--- config.mk ---
export PLATFORM = sky130hd
export DESIGN_NAME = amm_cmd_master
export DESIGN_NICKNAME = d
export VERILOG_FILES = /design/src/rtl/amm_cmd_master.sv
export SDC_FILE = /design/constraint.sdc
export NUM_CORES = 1
export LEC_CHECK = 0
export BUFFER_PORTS_ARGS = -buffer_cell sky130_fd_sc_hd__buf_2
export CORE_UTILIZATION = 35
export CTS_CLUSTER_DIAMETER = 50
export CTS_CLUSTER_SIZE = 16
export DETAILED_ROUTE_END_ITERATION = 12
export GPL_ROUTABILITY_DRIVEN = 0
export SYNTH_ARGS = -nofsm -noshare
export SYNTH_HDL_FRONTEND = slang
export SYNTH_SLANG_ARGS = --single-unit
--- constraint.sdc ---
create_clock -name clk -period 6 [get_ports clk]
set_clock_uncertainty 0.1 [all_clocks]
set_input_delay 1.8 -clock clk [delete_from_list [all_inputs] [get_ports clk]]
set_output_delay 1.8 -clock clk [all_outputs]
set_load 0.02 [all_outputs]
--- src/rtl/amm_cmd_master.sv ---
// amm_cmd_master: Avalon-MM master that drains a host command FIFO onto the bus
// in strict order, tracks outstanding pipelined reads and returns read data with
// its address. Optional watchdog: define AMM_CMD_MASTER_TIMEOUT_EN.
module amm_cmd_master #(
    parameter int unsigned ADDR_WIDTH     = 16,
    parameter int unsigned DATA_WIDTH     = 32,
    parameter int unsigned CMD_DEPTH      = 8,
    parameter int unsigned MAX_PENDING    = 4,
    parameter int unsigned TIMEOUT_CYCLES = 1024
) (
    input  logic                                 clk,
    input  logic                                 reset,
    input  logic                                 cmd_valid,
    output logic                                 cmd_ready,
    input  logic                                 cmd_write,
    input  logic [ADDR_WIDTH-1:0]                cmd_addr,
    input  logic [DATA_WIDTH-1:0]                cmd_data,
    input  logic [DATA_WIDTH/8-1:0]              cmd_be,
    output logic                                 rsp_valid,
    output logic [ADDR_WIDTH-1:0]                rsp_addr,
    output logic [DATA_WIDTH-1:0]                rsp_data,
    output logic [ADDR_WIDTH-1:0]                amm_address,
    output logic                                 amm_write,
    output logic                                 amm_read,
    output logic [DATA_WIDTH-1:0]                amm_writedata,
    output logic [DATA_WIDTH/8-1:0]              amm_byteenable,
    input  logic [DATA_WIDTH-1:0]                amm_readdata,
    input  logic                                 amm_readdatavalid,
    input  logic                                 amm_waitrequest,
    output logic [$clog2(MAX_PENDING+1)-1:0]     pending_cnt,
    output logic [$clog2(CMD_DEPTH+1)-1:0]       cmd_cnt,
    output logic                                 busy,
    output logic                                 protocol_err
`ifdef AMM_CMD_MASTER_TIMEOUT_EN
    ,
    output logic                                 timeout
`endif
);

    localparam int unsigned BE_W  = DATA_WIDTH / 8;
    localparam int unsigned CMD_W = 1 + ADDR_WIDTH + DATA_WIDTH + BE_W;
    localparam int unsigned CPW   = $clog2(CMD_DEPTH);
    localparam int unsigned CCW   = $clog2(CMD_DEPTH + 1);
    localparam int unsigned PPW   = (MAX_PENDING > 1) ? $clog2(MAX_PENDING) : 1;
    localparam int unsigned PCW   = $clog2(MAX_PENDING + 1);

    localparam logic [0:0] S_IDLE  = 1'b0;
    localparam logic [0:0] S_ISSUE = 1'b1;

    logic [CMD_W-1:0]      r_cmd_mem [CMD_DEPTH];
    logic [CPW-1:0]        r_wr_ptr;
    logic [CPW-1:0]        r_rd_ptr;
    logic [CCW-1:0]        r_cmd_cnt;
    logic                  r_ready_en;
    logic [0:0]            r_state;
    logic [ADDR_WIDTH-1:0] r_amm_address;
    logic                  r_amm_write;
    logic                  r_amm_read;
    logic [DATA_WIDTH-1:0] r_amm_writedata;
    logic [BE_W-1:0]       r_amm_byteenable;
    logic [ADDR_WIDTH-1:0] r_pend_mem [MAX_PENDING];
    logic [PPW-1:0]        r_pend_wr;
    logic [PPW-1:0]        r_pend_rd;
    logic [PCW-1:0]        r_pend_cnt;
    logic                  r_rsp_valid;
    logic [ADDR_WIDTH-1:0] r_rsp_addr;
    logic [DATA_WIDTH-1:0] r_rsp_data;
    logic                  r_perr;

    logic                  w_push;
    logic                  w_pop;
    logic [CMD_W-1:0]      w_head;
    logic                  w_head_wr;
    logic                  w_accept;
    logic                  w_rd_accept;
    logic [PCW-1:0]        w_pend_after;
    logic                  w_head_elig;
    logic                  w_rdv_ok;
    logic                  w_pend_push;
    logic                  w_timeout;
    logic [0:0]            w_state_nxt;

    // Handshake and eligibility terms derived from registered state
    assign cmd_ready    = r_ready_en && (r_cmd_cnt != CCW'(CMD_DEPTH));
    assign w_push       = cmd_valid && cmd_ready;
    assign w_head       = r_cmd_mem[r_rd_ptr];
    assign w_head_wr    = w_head[CMD_W-1];
    assign w_accept     = (r_state == S_ISSUE) && !amm_waitrequest;
    assign w_rd_accept  = w_accept && r_amm_read;
    // A read accepted this edge already occupies a pending slot
    assign w_pend_after = r_pend_cnt + PCW'(w_rd_accept);
    assign w_head_elig  = (r_cmd_cnt != '0) && (w_head_wr || (w_pend_after < PCW'(MAX_PENDING)));
    assign w_rdv_ok     = amm_readdatavalid && (r_pend_cnt != '0);
    assign w_pend_push  = w_rd_accept && !w_timeout;

    // Issue FSM state register
    always_ff @(posedge clk or posedge reset) begin
        if (reset) r_state <= S_IDLE;
        else       r_state <= w_state_nxt;
    end

    // Issue FSM next state and FIFO pop decision
    always_comb begin
        w_state_nxt = r_state;
        w_pop       = 1'b0;
        case (r_state)
            S_IDLE: begin
                if (w_head_elig) begin
                    w_pop       = 1'b1;
                    w_state_nxt = S_ISSUE;
                end
            end
            S_ISSUE: begin
                if (w_accept) begin
                    if (w_head_elig) w_pop = 1'b1;
                    else             w_state_nxt = S_IDLE;
                end
            end
            default: w_state_nxt = S_IDLE;
        endcase
        if (w_timeout) begin
            w_pop       = 1'b0;
            w_state_nxt = S_IDLE;
        end
    end

    // Command FIFO storage
    always_ff @(posedge clk) begin
        if (w_push) r_cmd_mem[r_wr_ptr] <= {cmd_write, cmd_addr, cmd_data, cmd_be};
    end

    // Command FIFO pointers and occupancy
    always_ff @(posedge clk or posedge reset) begin
        if (reset) begin
            r_wr_ptr   <= '0;
            r_rd_ptr   <= '0;
            r_cmd_cnt  <= '0;
            r_ready_en <= 1'b0;
        end else begin
            r_ready_en <= 1'b1;
            if (w_push) r_wr_ptr <= r_wr_ptr + CPW'(1);
            if (w_pop)  r_rd_ptr <= r_rd_ptr + CPW'(1);
            r_cmd_cnt <= r_cmd_cnt + CCW'(w_push) - CCW'(w_pop);
        end
    end

    // Avalon bus registers: load on pop, hold while stalled, clear when going idle
    always_ff @(posedge clk or posedge reset) begin
        if (reset) begin
            r_amm_address    <= '0;
            r_amm_write      <= 1'b0;
            r_amm_read       <= 1'b0;
            r_amm_writedata  <= '0;
            r_amm_byteenable <= '0;
        end else if (w_pop) begin
            r_amm_write      <= w_head_wr;
            r_amm_read       <= !w_head_wr;
            r_amm_address    <= w_head[CMD_W-2 -: ADDR_WIDTH];
            r_amm_writedata  <= w_head[DATA_WIDTH+BE_W-1 -: DATA_WIDTH];
            r_amm_byteenable <= w_head[BE_W-1:0];
        end else if (w_accept || w_timeout) begin
            r_amm_address    <= '0;
            r_amm_write      <= 1'b0;
            r_amm_read       <= 1'b0;
            r_amm_writedata  <= '0;
            r_amm_byteenable <= '0;
        end
    end

    // Pending-read address storage
    always_ff @(posedge clk) begin
        if (w_pend_push) r_pend_mem[r_pend_wr] <= r_amm_address;
    end

    // Pending-read pointers and count; watchdog expiry flushes them
    always_ff @(posedge clk or posedge reset) begin
        if (reset) begin
            r_pend_wr  <= '0;
            r_pend_rd  <= '0;
            r_pend_cnt <= '0;
        end else if (w_timeout) begin
            r_pend_wr  <= '0;
            r_pend_rd  <= '0;
            r_pend_cnt <= '0;
        end else begin
            if (w_pend_push)
                r_pend_wr <= (r_pend_wr == PPW'(MAX_PENDING-1)) ? '0 : r_pend_wr + PPW'(1);
            if (w_rdv_ok)
                r_pend_rd <= (r_pend_rd == PPW'(MAX_PENDING-1)) ? '0 : r_pend_rd + PPW'(1);
            r_pend_cnt <= r_pend_cnt + PCW'(w_pend_push) - PCW'(w_rdv_ok);
        end
    end

    // Read response and sticky protocol error
    always_ff @(posedge clk or posedge reset) begin
        if (reset) begin
            r_rsp_valid <= 1'b0;
            r_rsp_addr  <= '0;
            r_rsp_data  <= '0;
            r_perr      <= 1'b0;
        end else begin
            r_rsp_valid <= w_rdv_ok;
            if (w_rdv_ok) begin
                r_rsp_addr <= r_pend_mem[r_pend_rd];
                r_rsp_data <= amm_readdata;
            end
            if ((amm_readdatavalid && (r_pend_cnt == '0)) || w_timeout) r_perr <= 1'b1;
        end
    end

`ifdef AMM_CMD_MASTER_TIMEOUT_EN
    localparam int unsigned WDW = $clog2(TIMEOUT_CYCLES + 1);

    logic [WDW-1:0] r_wd_cnt;
    logic           r_timeout;
    logic           w_wd_run;
    logic           w_wd_restart;

    assign w_wd_run     = ((r_state == S_ISSUE) && amm_waitrequest) ||
                          ((r_pend_cnt != '0) && !amm_readdatavalid);
    assign w_wd_restart = w_accept || amm_readdatavalid;
    assign w_timeout    = w_wd_run && !w_wd_restart && (r_wd_cnt == WDW'(TIMEOUT_CYCLES-1));
    assign timeout      = r_timeout;

    // Watchdog counter over stalled issue or silent pending reads
    always_ff @(posedge clk or posedge reset) begin
        if (reset) begin
            r_wd_cnt  <= '0;
            r_timeout <= 1'b0;
        end else begin
            r_timeout <= w_timeout;
            if (!w_wd_run || w_wd_restart || w_timeout) r_wd_cnt <= '0;
            else                                         r_wd_cnt <= r_wd_cnt + WDW'(1);
        end
    end
`else
    // Watchdog compiled out; the parameter stays referenced so builds share one interface
    assign w_timeout = 1'b0 && (TIMEOUT_CYCLES != 0);
`endif

    assign amm_address    = r_amm_address;
    assign amm_write      = r_amm_write;
    assign amm_read       = r_amm_read;
    assign amm_writedata  = r_amm_writedata;
    assign amm_byteenable = r_amm_byteenable;
    assign pending_cnt    = r_pend_cnt;
    assign cmd_cnt        = r_cmd_cnt;
    assign rsp_valid      = r_rsp_valid;
    assign rsp_addr       = r_rsp_addr;
    assign rsp_data       = r_rsp_data;
    assign protocol_err   = r_perr;
    assign busy           = (r_cmd_cnt != '0) || (r_state == S_ISSUE) || (r_pend_cnt != '0);

endmodule
# After elaboration in Yosys (flattened, before gate mapping)
# Memory sizes are Yosys's and may differ from the RTL's. A register that Yosys moved wholly into a read port is not among the register bits.
# Cells that the tools add are included.
# totals
reg_bits	107
mem_bits_rw	488
inputBits	90
wordCells	67
memories	2
# mem_list
name	depth	width	rd	rd_ports_with_merged_regs	wr	line_no	text
r_cmd_mem	8	53	1	0	1	50	logic [CMD_W-1:0] r_cmd_mem [CMD_DEPTH];
r_pend_mem	4	16	1	1	1	61	logic [ADDR_WIDTH-1:0] r_pend_mem [MAX_PENDING];
# op_classes
add_sub_neg	8
n_lt_le_gt_ge	1
eq_ne	3
n_mux	20
bitwise	1
reduce_logical	16
# op_table
op	n
32-bit two-way mux	2
16-bit two-way mux	2
1-bit two-way mux	10
4-bit two-way mux	2
1-bit logical AND	7
3-bit by 1-bit adder with 3-bit output (second input constant)	2
2-bit by 1-bit adder with 2-bit output (second input constant)	2
4-bit by 1-bit adder with 4-bit output	1
2-bit equality test (second input constant)	2
2-bit two-way mux	2
4-bit inequality test (second input constant)	1
1-bit case mux with 2 select lines	2
4-bit nonzero test	1
4-bit by 1-bit subtractor with 4-bit output	1
3-bit by 1-bit adder with 3-bit output	1
3-bit logical NOT	1
1-bit logical OR	3
3-bit < comparator (second input constant)	1
3-bit nonzero test	1
3-bit by 1-bit subtractor with 3-bit output	1
1-bit logical NOT	2
2-bit nonzero test	1
1-bit NOT	1

# Depth between registers and ports, before layout
# Gate-level depths: netlist of run 1.
# depth
ltp_word	11
ltp_mapped	15
mapped_depth_nobuf	13

# Worst setup path after synthesis of run 1
# Ideal clock, no wire load.
# synth_timing
path_kind	input port to flip-flop
start	in cmd_valid
end	mem r_cmd_mem[0][0] (netlist name) (enable)
setup_ps	529
arrival_ps	5822
required_time_ps	5371
setup_slack_ps	-451
stages	3
path_buffers	0
path_cell_list	o311a_1 nand2b_1 nor3_1
# synth_via
elab_chain_len	3
# synth_rtl
element	line_no	text
from (decl)	13	input logic cmd_valid,
1-bit logical AND	85	assign w_push = cmd_valid && cmd_ready;
1-bit two-way mux	129	if (w_push) r_cmd_mem[r_wr_ptr] <= {cmd_write, cmd_addr, cmd_data, cmd_be};
1-bit two-way mux (not written as such)	129	
to (decl)	50	
# Every way passes these cells.

# Worst setup path after layout of run 1
# layout_timing
start	in amm_waitrequest
end	reg r_cmd_cnt[2], in the netlist cmd_cnt[2]
# layout_via
elab_chain_len	11
# layout_rtl
element	line_no	text
from (decl)	29	input logic amm_waitrequest,
1-bit logical NOT (*)	88	assign w_accept = (r_state == S_ISSUE) && !amm_waitrequest;
1-bit logical AND (*)	88	
1-bit logical AND	89	assign w_rd_accept = w_accept && r_amm_read;
3-bit by 1-bit adder with 3-bit output	91	assign w_pend_after = r_pend_cnt + PCW'(w_rd_accept);
3-bit < comparator	92	assign w_head_elig = (r_cmd_cnt != '0) && (w_head_wr || (w_pend_after < PCW'(MAX_PENDING)));
1-bit logical OR	92	
1-bit logical AND	92	
1-bit two-way mux	108, 115	
1-bit two-way mux	114	if (w_accept) begin
1-bit case mux with 2 select lines (*)	106	case (r_state)
4-bit by 1-bit subtractor with 4-bit output (*)	143	r_cmd_cnt <= r_cmd_cnt + CCW'(w_push) - CCW'(w_pop);
to (signal assigned)	143	
to (decl)	53	logic [CCW-1:0] r_cmd_cnt;
# Mark *: on every way between the ends. The rest lies on a longest branch, timed or not.
# A chain may end at the register's enable or synchronous reset.

==> results.txt, run 1 <==
----------------------------------------------------
[Setup path]
  Worst r2r dst ... cmd_cnt[2]
  Startpoint-to-endpoint class of the critical path ... in -> reg
  R2r setup slk ... 2.81 ns
  Data arrival at the endpoint of the critical path ... 4.36 ns
  Cell count of the worst reg-to-reg path ... 13
  Maximum fanout count along the critical path ... 6
  Critical register-to-register path startpoint ... r_state
  Worst setup EP type ... flip-flop
  Category of the worst setup path launch point ... input pin
  Data required time of the worst path ... 6.38 ns

[Synthesis]
  EDFF count, synth ... 488
  Number of cells produced by synthesis ... 1094
  Yosys warning count ... 0
  Number of storage elements in the synthesis netlist ... 611
  Fraction of registers with async set/reset ... 0.201
  Post-synth net total ... 1202
  Syn_area_per_cell ... 21.3 µm²
  Number of distinct library cell variants in the gate-level netlist after synthesis ... 42
  Combined area of all synthesized cells ... 0.0233 mm²
  Sequential share of the synthesized area ... 0.760
  Flip-flop cell with the highest count after synthesis ... sky130_fd_sc_hd__edfxtp_1

[Clock network]
  Post-CTS setup-driven buffer insertion count ... 0
  Clock-pin slew on the worst setup and hold paths ... 0.06 ns
  Count of clock tree sinks ... 611
  Clock network latency to the later pin of the worst-skew pair ... 0.61 ns
  Total of hold buffers inserted after clock tree synthesis ... 0
  Clock tree from TritonCTS ... done
  Total clock buffers created by CTS ... 55
  Bufs on Longest Clock Path ... 3
  Clock tree root driver cell ... sky130_fd_sc_hd__clkbuf_16
  Clock H-tree levels ... 2
  Post-CTS resize count ... 0

[Drt]
  Post-route antenna net violation count ... 0
  DR iter-0 viols ... 709
  Average vias per placed instance ... 4.82
  Remaining design rule violation count ... 0
  Number of search-and-repair iterations in the first detailed-routing pass ... 4
  Detailed-route via count ... 10800
  Wirelength per Cell ... 21.0 µm
  Aggregate routed wire length ... 46900 µm

[Die]
  Num ports ... 203
  Die Span Y ... 260 µm
  Die area ... 0.0677 mm²
  Effective utilization at floorplan ... 0.354
  Number of core rows ... 94
  Horizontal extent of the die ... 260 µm
  Area of the core ... 0.0659 mm²

[Timing]
  Hold Fails Final Rpt ... 0
  RSZ-0062 raised after global routing ... no
  Maximum frequency from static timing analysis ... 251 MHz
  Final setup violation count ... 0
  Slew headroom ... 0.260
  Final worst path period share ... 0.663
  Pin slew with the least headroom to its limit ... 1.11 ns
  Setup ws final ... 2.02 ns
  Final critical path time including I/O delays and setup ... 3.98 ns
  Setup tns final ... 0 ns
  Max-slew violation count ... 0

[GRT]
  Global route total overflow ... 0
  Number of antenna violations at the first check in global routing ... 13
  Wire length of the first global-routing pass ... 71400 µm
  Number of global-route vias before repair ... 11600
  Gr usage total ... 0.141
  Largest net degree at the start of global routing ... 97

[Worst hold path]
  Endpoint with the worst hold slack ... protocol_err
  Min-delay worst type ... reg -> reg
  Hold Path Stages ... 1
  Origin of the worst min-delay path ... protocol_err

[Cells and area]
  Area growth, synth to finish ... 16.9%
  Number of inserted filler cells in the final layout ... 5853
  Layout cells sized above 1 ... 0.332
  Total area of multi-input combinational cells ... 0.00527 mm²
  Area taken by flip-flops and latches ... 0.0177 mm²
  Number of nets in the layout ... 1428

[Power and ir drop]
  VDD IR max ... 224 µV
  Leakage ... 9.82 nW
  Post-layout total power ... 13.1 mW
  Areal power density over the cells ... 480 mW/mm²

[Place]
  Buffers on Ports ... 202
  Pre-CTS setup slack ... 1.39 ns
  Half-perimeter wire length of the detailed placement result ... 27800 µm

[Run status]
  Outcome ... finished clean

[Run]
  Max Cap Violations ... 0

----------------------------------------------------
-- sequential cells by signal, summed over array words and instances, names as in the netlist --
name / cells
r_cmd_mem: 424
r_pend_mem: 64
amm_writedata: 32
rsp_data: 32
amm_address: 16
rsp_addr: 16
amm_byteenable: 4
cmd_cnt: 4
pending_cnt: 3
r_rd_ptr: 3
r_wr_ptr: 3
r_pend_rd: 2
r_pend_wr: 2
amm_read: 1
amm_write: 1
protocol_err: 1
r_ready_en: 1
r_state: 1
rsp_valid: 1
-- worst max-delay path, stage by stage --
cell,delay [ns]
sky130_fd_sc_hd__buf_2,0.13
sky130_fd_sc_hd__nor2b_1,0.30
sky130_fd_sc_hd__nand2_1,0.14
sky130_fd_sc_hd__inv_2,0.09
sky130_fd_sc_hd__ha_1,0.14
sky130_fd_sc_hd__ha_1,0.19
sky130_fd_sc_hd__xor2_1,0.39
sky130_fd_sc_hd__a21oi_4,0.11
sky130_fd_sc_hd__ha_1,0.28
sky130_fd_sc_hd__inv_1,0.06
sky130_fd_sc_hd__ha_1,0.16
sky130_fd_sc_hd__inv_1,0.06
sky130_fd_sc_hd__fa_1,0.40
sky130_fd_sc_hd__xnor2_1,0.13
-- logic make-up after synthesis --
logic type      share of synthesized area
compound gates                    0.00552
xor+xnor                          0.00370
fa+ha+maj                         0.00997
buf+inv                            0.0176
flops                               0.760
mux                                 0.188
other cells                      0.000161
simple gates                       0.0156
-- synthesized netlist by cell type (4+ instances only) --
| cell type | number | area, µm² |
|---|---|---|
| sky130_fd_sc_hd__mux2i_1 | 108 | 1080 |
| sky130_fd_sc_hd__nor2_1 | 7 | 26.3 |
| sky130_fd_sc_hd__a21oi_1 | 4 | 20.0 |
| sky130_fd_sc_hd__edfxtp_1 | 488 | 14700 |
| sky130_fd_sc_hd__buf_2 | 19 | 95.1 |
| sky130_fd_sc_hd__nand2b_1 | 5 | 31.3 |
| sky130_fd_sc_hd__and3_1 | 4 | 25.0 |
| sky130_fd_sc_hd__mux4_2 | 121 | 2730 |
| sky130_fd_sc_hd__inv_1 | 17 | 63.8 |
| sky130_fd_sc_hd__ha_1 | 17 | 213 |
| sky130_fd_sc_hd__buf_12 | 6 | 120 |
| sky130_fd_sc_hd__xor2_1 | 4 | 35.0 |
| sky130_fd_sc_hd__mux2_2 | 6 | 67.6 |
| sky130_fd_sc_hd__nand2_1 | 59 | 221 |
| sky130_fd_sc_hd__clkbuf_1 | 22 | 82.6 |
| sky130_fd_sc_hd__mux2_1 | 45 | 507 |
| sky130_fd_sc_hd__xnor2_1 | 4 | 35.0 |
| sky130_fd_sc_hd__dfrtp_1 | 123 | 3080 |
| sky130_fd_sc_hd__nor3_1 | 4 | 20.0 |
-- cell type report --
| cell class | count | area share |
|---|---|---|
| antenna | 4 | 0.000367 |
| clock buffer | 74 | 0.0553 |
| clock inverter | 29 | 0.0149 |
| inverter | 20 | 0.00293 |
| multi-input combinational | 411 | 0.193 |
| sequential | 611 | 0.650 |
| tap | 864 | 0.0396 |
| timing repair buffer | 221 | 0.0436 |
-- placed cells by master (no fill, tap or decap), types with 5 or more instances in the layout --
cell,instances
sky130_fd_sc_hd__edfxtp_1,488
sky130_fd_sc_hd__buf_2,202
sky130_fd_sc_hd__mux4_2,121
sky130_fd_sc_hd__dfrtp_1,120
sky130_fd_sc_hd__mux2i_1,108
sky130_fd_sc_hd__nand2_1,59
sky130_fd_sc_hd__clkbuf_16,56
sky130_fd_sc_hd__mux2_1,45
sky130_fd_sc_hd__ha_1,17
sky130_fd_sc_hd__inv_1,16
sky130_fd_sc_hd__buf_4,16
sky130_fd_sc_hd__clkbuf_1,14
sky130_fd_sc_hd__inv_6,9
sky130_fd_sc_hd__mux2_2,6
sky130_fd_sc_hd__nor2_4,6
sky130_fd_sc_hd__bufinv_16,6
sky130_fd_sc_hd__inv_8,5
-- worst max path at each step --
stage               startpoint             end
3_5_place_dp   amm_waitrequest     r_rd_ptr[1]
3_3_place_gp   amm_waitrequest      cmd_cnt[1]
4_1_cts             cmd_cnt[2]            busy
5_1_grt             cmd_cnt[2]            busy
6_report       amm_waitrequest      cmd_cnt[2]
2_1_floorplan            reset  amm_address[0]
-- power by group --
| part | total [mW] | internal, mW | switching, mW |
|---|---|---|---|
| sequential | 5.84 | 5.28 | 0.559 |
| combinational | 3.56 | 1.65 | 1.91 |
| clock | 3.69 | 2.08 | 1.61 |
| total | 13.1 | 9.01 | 4.08 |
-- through the flow --
| stage | hold slack, ns | std cells | area [µm²] | utilization |
|---|---|---|---|---|
| final | 0.367 | 2234 | 27300 | 0.414 |
| after floorplan | 0.380 | 1094 | 23300 | - |
| after CTS | 0.372 | 2230 | 27300 | 0.414 |
| after global routing | 0.400 | 2232 | 27300 | 0.414 |
| after global placement | 0.342 | 2127 | 25400 | 0.385 |
| after detailed placement | 0.357 | 2127 | 25400 | 0.385 |
-- metal layers --
metal | global-route usage | wire length, µm | vias up | share of wire
li1 | - | - | 4826 | -
met4 | 0.0364 | 913 | 20 | 0.019
met1 | 0.187 | 20300 | 5606 | 0.43
met3 | 0.0367 | 2700 | 79 | 0.057
met5 | 0 | 128 | - | 0.0027
met2 | 0.229 | 22800 | 226 | 0.49
No activity file was read; power rests on OpenSTA's default activity.
==> run 2: changes to the inputs <==
- ABC_AREA: default -> 1
- clock period: 6 -> 3.6 ns (I/O delays scaled with it)
==> results.txt, run 2 <==
----------------------------------------------------
[Die]
  Die area ... 0.0703 mm²
  Area of the core ... 0.0686 mm²
  Horizontal extent of the die ... 265 µm
  Num ports ... 203
  Effective utilization at floorplan ... 0.353
  Number of core rows ... 96
  Die Span Y ... 265 µm

[Clock network]
  Post-CTS resize count ... 0
  Clock H-tree levels ... 2
  Count of clock tree sinks ... 611
  Clock network latency to the later pin of the worst-skew pair ... 0.62 ns
  Clock tree from TritonCTS ... done
  Total of hold buffers inserted after clock tree synthesis ... 0
  Clock tree root driver cell ... sky130_fd_sc_hd__clkbuf_16
  Clock-pin slew on the worst setup and hold paths ... 0.07 ns
  Bufs on Longest Clock Path ... 3
  Post-CTS setup-driven buffer insertion count ... 0
  Total clock buffers created by CTS ... 60

[GRT]
  Global route total overflow ... 0
  Number of antenna violations at the first check in global routing ... 15
  Wire length of the first global-routing pass ... 93400 µm
  Number of global-route vias before repair ... 15800
  Largest net degree at the start of global routing ... 210
  Gr usage total ... 0.172

[Drt]
  Wire length on met2 ... 29400 µm
  Remaining design rule violation count ... 0
  Aggregate routed wire length ... 61000 µm
  Post-Route M1 WL ... 25700 µm
  Post-route antenna net violation count ... 0
  DR iter-0 viols ... 1303
  Detailed-route via count ... 15900
  Met3 WL post-DR ... 4400 µm
  Top Metal Used ... met5
  Number of search-and-repair iterations in the first detailed-routing pass ... 5
  Wirelength per Cell ... 19.0 µm
  Average vias per placed instance ... 4.95

[Cells and area]
  Area growth, synth to finish ... 17.8%
  Number of nets in the layout ... 2328
  Layout cells sized above 1 ... 0.170
  Number of inserted filler cells in the final layout ... 6340
  Area taken by flip-flops and latches ... 0.0177 mm²
  Total area of multi-input combinational cells ... 0.00582 mm²
  Register ranked first by flip-flop count ... r_cmd_mem
  Biggest registers after layout ... r_cmd_mem: 424 flops, r_pend_mem: 64 flops
  Most common library cell in the layout ignoring fill and taps ... sky130_fd_sc_hd__nand2_1
  Flip-flop count of the largest register, all copies and words added ... 424
  Most used cells in the layout excluding fill and tap cells ... sky130_fd_sc_hd__nand2_1 (653), sky130_fd_sc_hd__edfxtp_1 (488), sky130_fd_sc_hd__nand3_1 (362)

[Setup path]
  Data required time of the worst path ... 2.42 ns
  Critical register-to-register path startpoint ... r_state
  Data arrival at the endpoint of the critical path ... 2.16 ns
  Category of the worst setup path launch point ... flip-flop
  R2r setup slk ... 0.69 ns
  Worst setup EP type ... output port
  Startpoint-to-endpoint class of the critical path ... reg -> out
  Worst setup startpoint ... cmd_cnt[2]
  Maximum fanout count along the critical path ... 15

[Synthesis]
  Most repeated cell in the gate-level netlist after synthesis ... sky130_fd_sc_hd__nand2_1
  Dominant combinational cell family by area after synthesis ... simple AND/OR/NAND/NOR gates
  Simple-gate share of the synthesized area ... 0.211
  Area share of fa/ha/maj cells after synthesis ... 0.00960
  Synth area leaders ... sky130_fd_sc_hd__edfxtp_1 (60%), sky130_fd_sc_hd__dfrtp_1 (13%), sky130_fd_sc_hd__nand2_1 (10%)
  Yosys warning count ... 0
  Area share of the largest cell type after synthesis ... 0.605
  EDFF count, synth ... 488
  Number of storage elements in the synthesis netlist ... 611
  Syn_area_per_cell ... 11.9 µm²
  Fraction of registers with async set/reset ... 0.201
  Number of distinct library cell variants in the gate-level netlist after synthesis ... 28
  Mux cell area share after synthesis ... 0
  Flip-flop cell with the highest count after synthesis ... sky130_fd_sc_hd__edfxtp_1
  Sequential share of the synthesized area ... 0.732
  Post-synthesis share of cell area spent on xor and xnor gates ... 0.00217
  Cell taking the most area after synthesis ... sky130_fd_sc_hd__edfxtp_1
  Number of cells produced by synthesis ... 2040
  Combined area of all synthesized cells ... 0.0242 mm²
  Compound-gate portion of the synthesized area ... 0.0128
  Post-synth net total ... 2148
  Synth top cells by count ... sky130_fd_sc_hd__nand2_1 (654), sky130_fd_sc_hd__edfxtp_1 (488), sky130_fd_sc_hd__nand3_1 (363)

[Place]
  Half-perimeter wire length of the detailed placement result ... 33600 µm
  Buffers on Ports ... 202
  Pre-CTS setup slack ... -0.123 ns

[Timing]
  Hold Fails Final Rpt ... 0
  RSZ-0062 raised after global routing ... no
  Slew headroom ... 0.192
  Final setup violation count ... 0
  Max-slew violation count ... 0
  Final critical path time including I/O delays and setup ... 3.34 ns
  Final worst path period share ... 0.929
  Worst Hold Slack ... 0.366 ns
  Setup ws final ... 0.256 ns
  Maximum frequency from static timing analysis ... 299 MHz
  Pin slew with the least headroom to its limit ... 1.21 ns

[Run status]
  Outcome ... finished clean

[Power and ir drop]
  VDD IR max ... 525 µV
  Areal power density over the cells ... 830 mW/mm²
  Leakage ... 11.2 nW
  Post-layout total power ... 23.7 mW

[Worst hold path]
  Min-delay worst type ... reg -> reg
  Origin of the worst min-delay path ... rsp_data[13]

[Run]
  Max Cap Violations ... 0

----------------------------------------------------
-- run 2: area by class of cell --
cell class | count | share of cell area
Tap cell | 931 | 0.0408
Multi-Input combinational cell | 1264 | 0.204
Clock buffer | 73 | 0.0564
Antenna cell | 2 | 0.000175
Clock inverter | 40 | 0.0174
Inverter | 35 | 0.00500
Timing Repair Buffer | 248 | 0.0549
Sequential cell | 611 | 0.621
-- run 2: report_power, final --
part / leakage (nW) / switching [mW] / internal [mW]
sequential: 5.92 / 0.738 / 8.80
combinational: 4.30 / 5.29 / 2.27
clock: 1.01 / 2.88 / 3.73
total: 11.2 / 8.90 / 14.8
-- run 2: metrics by stage --
| stage | area [µm²] | instances | utilization | TNS, ns |
|---|---|---|---|---|
| 6_report | 28600 | 3204 | 0.416 | 0 |
| 5_1_grt | 28600 | 3203 | 0.416 | 0 |
| 4_1_cts | 28500 | 3202 | 0.416 | 0 |
| 3_5_place_dp | 26400 | 3089 | 0.385 | -0.245 |
| 3_3_place_gp | 26400 | 3089 | 0.385 | -0.149 |
| 2_1_floorplan | 24300 | 2040 | - | -164.89 |
-- run 2: cell families (layout without fill, tap and decap cells) --
logic type,Yosys count,count (layout)
compound gates,57,57
xor+xnor,6,6
fa+ha+maj,18,18
buf+inv,165,396
flops,611,611
other cells,1,3
simple gates,1182,1182
-- run 2: routing by layer --
metal / GRT usage / up-vias
li1: - / 7485
met3: 0.0371 / 113
met4: 0.0534 / 18
met5: 0 / -
met2: 0.289 / 502
met1: 0.223 / 7756
-- run 2: worst paths after layout --
kind                                endpoint  depth (start not counted)
min                             rsp_data[13]                          2
min reg2reg                     rsp_data[13]                          2
max                                     busy                          6
max reg2reg                       cmd_cnt[2]                         16
min in group asynchronous        rsp_data[4]                          2
max in group asynchronous  amm_writedata[27]                          3
-- run 2: worst max-delay path, stage by stage, from the launching register on --
cell and delay (ns):
sky130_fd_sc_hd__dfrtp_1 0.40, sky130_fd_sc_hd__inv_1 0.11, sky130_fd_sc_hd__ha_1 0.20, sky130_fd_sc_hd__nand3_4 0.26, sky130_fd_sc_hd__nor2_1 0.27, sky130_fd_sc_hd__nand2_1 0.10
sky130_fd_sc_hd__buf_2 0.19
==> run 3: changes to the inputs <==
- CORE_MARGIN: default -> 2
- RECOVER_POWER: default -> 100
==> results.txt, run 3 (synthesis results as in run 2) <==
----------------------------------------------------
[Drt]
  Detailed-route via count ... 15800
  Number of search-and-repair iterations in the first detailed-routing pass ... 5
  Post-route antenna net violation count ... 0
  Remaining design rule violation count ... 0
  Aggregate routed wire length ... 60700 µm
  DR iter-0 viols ... 1312
  Average vias per placed instance ... 4.93
  Wirelength per Cell ... 18.9 µm

[Timing]
  Setup ws final ... 0.161 ns
  Maximum frequency from static timing analysis ... 291 MHz
  RSZ-0062 raised after global routing ... no
  Final worst path period share ... 0.955
  Pin slew with the least headroom to its limit ... 1.65 ns
  Max-slew violation count ... 36
  Setup tns final ... 0 ns
  Final critical path time including I/O delays and setup ... 3.44 ns
  Hold Fails Final Rpt ... 0
  Final setup violation count ... 0
  Worst Hold Slack ... 0.367 ns
  Slew headroom ... -0.104

[Clock network]
  Bufs on Longest Clock Path ... 3
  Clock tree from TritonCTS ... done
  Total clock buffers created by CTS ... 66
  Count of clock tree sinks ... 611
  Total of hold buffers inserted after clock tree synthesis ... 0
  Clock-pin slew on the worst setup and hold paths ... 0.06 ns
  Clock network latency to the later pin of the worst-skew pair ... 0.60 ns
  Post-CTS resize count ... 0
  Clock H-tree levels ... 3
  Clock tree root driver cell ... sky130_fd_sc_hd__clkbuf_16
  Post-CTS setup-driven buffer insertion count ... 0

[Cells and area]
  Number of inserted filler cells in the final layout ... 6441
  Most used cells in the layout excluding fill and tap cells ... sky130_fd_sc_hd__nand2_1 (653), sky130_fd_sc_hd__edfxtp_1 (488), sky130_fd_sc_hd__nand3_1 (363)
  Cell area after layout ... 0.0282 mm²
  Layout cells sized above 1 ... 0.0894
  Area growth, synth to finish ... 16.2%
  Register ranked first by flip-flop count ... r_cmd_mem
  Number of nets in the layout ... 2328
  Cell Count, Final, Fillers Out ... 3206
  Biggest registers after layout ... r_cmd_mem: 424 flops, r_pend_mem: 64 flops
  Share of the core filled with cells ... 0.411
  Flip-flop count of the largest register, all copies and words added ... 424
  Most common library cell in the layout ignoring fill and taps ... sky130_fd_sc_hd__nand2_1

[Power and ir drop]
  Share of total power consumed by net switching ... 0.375
  Post-layout total power ... 23.7 mW
  Areal power density over the cells ... 842 mW/mm²
  Combinational fraction of design power ... 0.312
  Reported net switching power ... 8.89 mW
  Leakage ... 10.7 nW
  VDD IR max ... 612 µV
  Clock power share ... 0.288
  Flop pwr share ... 0.400
  Int Pwr ... 14.8 mW

[Setup path]
  Critical register-to-register path startpoint ... r_rd_ptr[0]
  Data required time of the worst path ... 2.42 ns
  R2r setup slk ... 0.42 ns
  Worst setup EP type ... output port
  Category of the worst setup path launch point ... flip-flop
  Data arrival at the endpoint of the critical path ... 2.26 ns
  Maximum fanout count along the critical path ... 22
  Worst r2r dst ... amm_read
  Startpoint-to-endpoint class of the critical path ... reg -> out
  Cell count of the worst reg-to-reg path ... 9

[Run status]
  Outcome ... finished, violations left
  Failing checks ... max-capacitance violations, max-slew violations

[Worst hold path]
  Hold Path Stages ... 2
  Origin of the worst min-delay path ... rsp_data[20]
  Min-delay worst type ... reg -> reg
  Endpoint with the worst hold slack ... rsp_data[20]

[Die]
  Die Span Y ... 267 µm
  Num ports ... 203
  Effective utilization at floorplan ... 0.353
  Die area ... 0.0714 mm²
  Horizontal extent of the die ... 267 µm
  Number of core rows ... 96
  Area of the core ... 0.0686 mm²

[Place]
  Buffers on Ports ... 202
  Half-perimeter wire length of the detailed placement result ... 33100 µm
  Placed cells ... 3083
  Pre-CTS setup slack ... -0.0635 ns
  Total cell area at the placement stage ... 0.0264 mm²

[GRT]
  Number of global-route vias before repair ... 15400
  Wire length of the first global-routing pass ... 92100 µm
  Gr usage total ... 0.170
  Largest net degree at the start of global routing ... 183
  Number of antenna violations at the first check in global routing ... 14
  Global route total overflow ... 0

[Run]
  Max Cap Violations ... 1

----------------------------------------------------
-- run 3: cell types whose count changed in the layout (fill, tap and decap cells not counted), moves of 3 or more --
cell	delta
sky130_fd_sc_hd__buf_4	-14
sky130_fd_sc_hd__buf_12	-14
sky130_fd_sc_hd__buf_2	-167
sky130_fd_sc_hd__clkbuf_16	+9
sky130_fd_sc_hd__clkbuf_2	+4
sky130_fd_sc_hd__clkbuf_4	+9
sky130_fd_sc_hd__clkinvlp_4	-5
sky130_fd_sc_hd__clkinv_2	+4
sky130_fd_sc_hd__clkbuf_1	+175
sky130_fd_sc_hd__clkinv_1	+5
sky130_fd_sc_hd__inv_6	-6
sky130_fd_sc_hd__diode_2	+3
-- run 3: worst max-delay path by stage --
stage / start / endpoint / slack [ns] / cells after the start
finish: cmd_cnt[2] / busy / 0.16 / 6
global route: cmd_cnt[2] / busy / 0.02 / 6
CTS: cmd_cnt[2] / busy / 0.11 / 6
detailed placement: amm_waitrequest / cmd_cnt[2] / -0.06 / 16
global placement: amm_waitrequest / cmd_cnt[1] / -0.09 / 16
floorplan: cmd_cnt[2] / r_cmd_mem[1][0] / -0.78 / 7
-- run 3: per-layer routing --
layer,track usage,part of all wire
met5,0,0.0012
met4,0.0566,0.021
met3,0.0411,0.068
met2,0.284,0.48
met1,0.217,0.43
-- run 3: power by group through the flow --
stage               Clock (mW)  Combinational, mW  Sequential [mW]
floorplan                    0               4.78             9.99
global placement             0               7.50             9.58
detailed placement           0               7.68             9.61
CTS                       7.00               7.70             9.47
global route              7.26               8.29             9.61
finish                    6.84               7.40             9.49
-- run 3: layout make-up --
type | count | area, µm² | area share
clock buffer | 80 | 1820 | 0.0646
sequential | 611 | 17700 | 0.630
tap | 931 | 1160 | 0.0413
multi-input combinational | 1264 | 5800 | 0.206
clock inverter | 38 | 399 | 0.0142
antenna | 5 | 12.5 | 0.000444
inverter | 35 | 140 | 0.00497
timing repair buffer | 242 | 1100 | 0.0389
-- run 3: critical path, cell delays in order, from the launching register on --
cell and delay, ns:
sky130_fd_sc_hd__dfrtp_1 0.39, sky130_fd_sc_hd__inv_1 0.10, sky130_fd_sc_hd__ha_1 0.21, sky130_fd_sc_hd__nand3_4 0.33
sky130_fd_sc_hd__nor2_1 0.33, sky130_fd_sc_hd__nand2_1 0.10, sky130_fd_sc_hd__clkbuf_2 0.19
